## src/rtl/determinant_calculator_param.sv

```systemverilog
// Sequential 2x2/3x3 signed determinant: fetches the matrix row-major from a
// combinational ROM, then accumulates one cofactor term per cycle.
// Optional feature macro: DET_SINGULAR_FLAG_EN adds the 'singular' output.
module determinant_calculator_param #(
    parameter  int DATA_W = 8,
    parameter  int ADDR_W = 4,
    localparam int OUT_W  = 3*DATA_W+2
) (
    input  logic                     clock,
    input  logic                     reset,
    input  logic                     Start,
    input  logic                     mode,
    input  logic [ADDR_W-1:0]        start_adress,
    input  logic signed [DATA_W-1:0] data_in,
    output logic [ADDR_W-1:0]        adress,
    output logic signed [OUT_W-1:0]  out_put_det,
    output logic                     Done,
    output logic                     Busy
`ifdef DET_SINGULAR_FLAG_EN
    ,
    output logic                     singular
`endif
);
    localparam int PW = 3*DATA_W;

    typedef enum logic [1:0] {IDLE, LOAD, COMPUTE, FINISH} state_t;

    state_t                    state;
    logic                      mode_q;
    logic [3:0]                cnt;
    logic signed [DATA_W-1:0]  elem [9];
    logic signed [OUT_W-1:0]   acc;

    logic signed [DATA_W-1:0]  op0, op1, op2;
    logic                      neg;
    logic signed [PW-1:0]      x0, x1, x2, prod;
    logic signed [OUT_W-1:0]   term, sum;
    logic                      last_load, last_term;

    // Term selection; 2x2 terms use a constant 1 as the third factor so both
    // modes share the same triple multiplier.
    always_comb begin
        op0 = elem[0];
        op1 = elem[4];
        op2 = elem[8];
        neg = 1'b0;
        if (mode_q) begin
            op2 = {{(DATA_W-1){1'b0}}, 1'b1};
            if (cnt == 4'd0) begin
                op0 = elem[0]; op1 = elem[3];
            end else begin
                op0 = elem[1]; op1 = elem[2]; neg = 1'b1;
            end
        end else begin
            case (cnt)
                4'd0:    begin op0 = elem[0]; op1 = elem[4]; op2 = elem[8]; end
                4'd1:    begin op0 = elem[1]; op1 = elem[5]; op2 = elem[6]; end
                4'd2:    begin op0 = elem[2]; op1 = elem[3]; op2 = elem[7]; end
                4'd3:    begin op0 = elem[2]; op1 = elem[4]; op2 = elem[6]; neg = 1'b1; end
                4'd4:    begin op0 = elem[1]; op1 = elem[3]; op2 = elem[8]; neg = 1'b1; end
                default: begin op0 = elem[0]; op1 = elem[5]; op2 = elem[7]; neg = 1'b1; end
            endcase
        end
    end

    always_comb begin
        x0   = {{(PW-DATA_W){op0[DATA_W-1]}}, op0};
        x1   = {{(PW-DATA_W){op1[DATA_W-1]}}, op1};
        x2   = {{(PW-DATA_W){op2[DATA_W-1]}}, op2};
        prod = x0 * x1 * x2;
        term = {{2{prod[PW-1]}}, prod};
        if (neg) term = -term;
        sum  = acc + term;
    end

    assign last_load = mode_q ? (cnt == 4'd3) : (cnt == 4'd8);
    assign last_term = mode_q ? (cnt == 4'd1) : (cnt == 4'd5);

    always_ff @(posedge clock or negedge reset) begin
        if (!reset) begin
            state       <= IDLE;
            mode_q      <= 1'b0;
            cnt         <= '0;
            acc         <= '0;
            adress      <= '0;
            out_put_det <= '0;
            Done        <= 1'b0;
            Busy        <= 1'b0;
            for (int i = 0; i < 9; i++) elem[i] <= '0;
`ifdef DET_SINGULAR_FLAG_EN
            singular    <= 1'b0;
`endif
        end else begin
            Done <= 1'b0;
            case (state)
                IDLE: begin
                    if (Start) begin
                        state  <= LOAD;
                        mode_q <= mode;
                        cnt    <= '0;
                        acc    <= '0;
                        adress <= start_adress;
                        Busy   <= 1'b1;
                    end
                end
                LOAD: begin
                    elem[cnt] <= data_in;
                    if (last_load) begin
                        state  <= COMPUTE;
                        cnt    <= '0;
                        adress <= '0;
                    end else begin
                        cnt    <= cnt + 4'd1;
                        adress <= adress + ADDR_W'(1);
                    end
                end
                COMPUTE: begin
                    acc <= sum;
                    if (last_term) begin
                        state       <= FINISH;
                        cnt         <= '0;
                        out_put_det <= sum;
                        Done        <= 1'b1;
`ifdef DET_SINGULAR_FLAG_EN
                        singular    <= (sum == '0);
`endif
                    end else begin
                        cnt <= cnt + 4'd1;
                    end
                end
                default: begin
                    state <= IDLE;
                    Busy  <= 1'b0;
                end
            endcase
        end
    end
endmodule

```

## config.mk

```make
export PLATFORM = sky130hd
export DESIGN_NAME = determinant_calculator_param
export DESIGN_NICKNAME = d
export VERILOG_FILES = /design/src/rtl/determinant_calculator_param.sv
export SDC_FILE = /design/constraint.sdc
export NUM_CORES = 1
export LEC_CHECK = 0
export ABC_AREA = 1
export CAP_MARGIN = 20
export CORE_MARGIN = 1.5
export CORE_UTILIZATION = 57
export CTS_CLUSTER_SIZE = 14
export DETAILED_ROUTE_END_ITERATION = 12
export PLACE_DENSITY_LB_ADDON = 0.15
export SETUP_SLACK_MARGIN = 0.3
export SYNTH_ARGS = -nofsm -noshare
export SYNTH_HDL_FRONTEND = slang
export SYNTH_SLANG_ARGS = --single-unit
```

## constraint.sdc

```tcl
create_clock -name clock -period 13.5 [get_ports clock]
set_input_delay 1.35 -clock clock [delete_from_list [all_inputs] [get_ports clock]]
set_output_delay 1.35 -clock clock [all_outputs]
set_load 0.02 [all_outputs]
```

==> results.sh <==
export IMPL_drive_gt1_frac=0.0501
export IMPL_clock_path_buffers=2
export IMPL_cp_max_fo=8
export IMPL_area_delta_synth_final_pct=9.56
export IMPL_die_area_um2=27600
export IMPL_worst_slack_ns=1.20
export IMPL_worstHoldPathType="reg -> reg"
export IMPL_worstRegToRegCells=54
export IMPL_critPathKind="reg -> reg"
export IMPL_maxCapViolations=0
export IMPL_synth_compound_area_share=0.106
export IMPL_finalHoldViolCount=0
export IMPL_rrSetupSlack_ns=1.20
export IMPL_cts_root_buf="clkbuf_16"
export IMPL_avgSynthCellArea_um2=7.74
export IMPL_critPathMaxStageDelay_ns=0.57
export IMPL_fin_skew_ns=0.0193
export IMPL_die_h_um=166
export IMPL_postPlaceCellArea_um2=16000
export IMPL_fin_crit_ns=12.30
export IMPL_startpoint_type="flop"
export IMPL_worstReg2RegStart="cnt[0]"
export IMPL_synth_edff_count=0
export IMPL_timing_critical_path_mode_cell="inv_1"
export IMPL_routed_wl_um=37800
export IMPL_layout_commonest_cell="nand2_1"
export IMPL_crit_arrival_ns=12.58
export IMPL_start_util=0.582
export IMPL_yosysSeqAreaShare=0.226
export IMPL_drv_slew=0
export IMPL_vias=12800
export IMPL_hold_slack_ns=0.483
export IMPL_n_antenna_cell=0
export IMPL_finalSetupViolCount=0
export IMPL_ios=48
export IMPL_nets=2286
export IMPL_slowest_stage="fa_1"
export IMPL_worst_slew_pin_slew_ns=1.04
export IMPL_layout_common_cells="nand2_1 (420), inv_1 (396), nor2_1 (198)"
export IMPL_placementRows=59
export IMPL_drt_first_pass_iters=6
export IMPL_min_path_cells=2
export IMPL_synth_area_um2=15200
export IMPL_critPathCaptureType="flop"
export IMPL_grt_max_degree=71
export IMPL_cts_sinks=137
export IMPL_yosysWarnings=0
export IMPL_pre_cts_slack_ns=1.01
export IMPL_cts_tree="done"
export IMPL_grt_usage=0.288
export IMPL_outcome="complete, no violations"
export IMPL_synthSimpleGateAreaFrac=0.216
export IMPL_synthMuxAreaShare=0
export IMPL_hold_end="out_put_det[5]"
export IMPL_synthArstFlopShare=1.00
export IMPL_min_from="out_put_det[5]"
export IMPL_ys_seq_elements=137
export IMPL_synth_cells=1959
export IMPL_ys_flop_type="dfrtp_1"
export IMPL_synth_top_family_by_area="adder cells"
export IMPL_fin_setup_tns_ns=0
export IMPL_core_um2=26100
export IMPL_h_tree_depth=4
export IMPL_synthXorXnorAreaFrac=0.0422
export IMPL_fmax_ghz=0.0813
export IMPL_drt_antenna_violating_nets=0
export IMPL_avgRoutedWirePerCell_um=16.1
export IMPL_yosysTopAreaCell="dfrtp_1"
export IMPL_cts_reportedPaths_clkPinSlew_ns=0.08
export IMPL_first_global_vias=13000
export IMPL_cp_data_required_time_ns=13.78
export IMPL_r2r_end="acc[23]"
export IMPL_via_per_inst=5.47
export IMPL_synthAdderAreaFrac=0.300
export IMPL_io_buffers=47
export IMPL_gr_total_overflow=0
export IMPL_synth_net_count=2244
export IMPL_cts_buffers=17
export IMPL_first_iter_violations=895
export IMPL_rsz0062_at_grt="false"
export IMPL_grt_pass1_wl_um=64600
export IMPL_postLayoutCellArea_um2=16600
export IMPL_gp_congestion=0.943
export IMPL_drc_errors=0
export IMPL_slew_limit_headroom=0.302
export IMPL_antenna_found_initial=0
export IMPL_synth_cell_type_count=55
export IMPL_period_share=0.911
export IMPL_yosys_top_cells_area="dfrtp_1 (23%), fa_1 (21%), nand2_1 (10%)"
export IMPL_cts_hold_buf=0
export IMPL_dp_hpwl_um=29900
export IMPL_synth_top_area_frac=0.226
export IMPL_clk_insertion_delay_late_ns=0.44
export IMPL_die_w_um=166
[worst max-delay path by stage]
| stage | start | to | slack (ns) | depth (start not counted) |
|---|---|---|---|---|
| final | cnt[0] | acc[23] | 1.20 | 54 |
| after global routing | cnt[1] | acc[25] | 0.33 | 54 |
| after CTS | mode_q | acc[23] | 0.97 | 56 |
| after detailed placement | mode_q | out_put_det[25] | 1.01 | 60 |
| after global placement | mode_q | out_put_det[25] | 1.24 | 60 |
| after floorplan | cnt[0] | acc[25] | 2.67 | 65 |
[synthesized netlist by cell type, types with 9 or more instances]
cell type  instances
a21oi_1           69
a31oi_1           10
clkbuf_1          29
dfrtp_1          137
fa_1             158
ha_1             111
inv_1            398
nand2_1          420
nand2_2           11
nand3_1           65
nand4_1           12
nor2_1           199
nor3_1             9
o211ai_1          10
o21ai_0          144
or2_2              9
xnor2_1           18
xor2_1            55
[layout make-up]
class | count | area (um2)
Inverter | 403 | 1520
Multi-Input combinational cell | 1384 | 10100
Tap cell | 335 | 419
Timing Repair Buffer | 56 | 539
Fill cell | 2312 | 9440
Clock buffer | 17 | 425
Sequential cell | 137 | 3430
Clock inverter | 15 | 181
Timing Repair inverter | 2 | 12.5
[cell families (layout without fill, tap and decap cells)]
family / count (synthesis) / after routing
flip-flops: 137 / 137
AO/OA/AOI/OAI: 282 / 282
adder cells (fa/ha/maj): 269 / 269
buffers and inverters: 438 / 493
AND/OR/NAND/NOR: 760 / 760
XOR/XNOR: 73 / 73
[flip-flops by register name (all words and copies together), names as in the netlist]
name / cells
elem: 72
state: 2
Busy: 1
cnt: 4
adress: 4
out_put_det: 26
acc: 26
mode_q: 1
Done: 1
[through the flow]
step	util	std cells
finish	0.638	2349
global route	0.638	2349
CTS	0.635	2344
detailed placement	0.612	2312
global placement	0.612	2312
floorplan	-	1959
[worst max-delay path, delay by kind of cell (launching register included)]
family | cells | cell delay [ns]
fa+ha+maj | 12 | 5.55
simple gates | 19 | 2.89
compound gates | 8 | 1.60
xor+xnor | 3 | 0.94
buf+inv | 12 | 0.81
flops | 1 | 0.38
[routing by layer]
metal	track usage	routed length, um	vias to the layer above
li1	-	-	6152
met1	0.404	17100	6193
met2	0.469	17600	431
met3	0.0405	2250	70
met4	0.0815	854	0
met5	0	0	-
[what timing repair did]
item | 4_1_cts | 5_1_grt
setup buffers | 0 | 3
setup endpoints to repair | 0 | 8
hold endpoints to repair | 0 | 0
resized for setup | 0 | 7
Power is left out: the tool's default activity adds up to more than one toggle a clock period on the data nets, which glitch-free logic cannot reach.
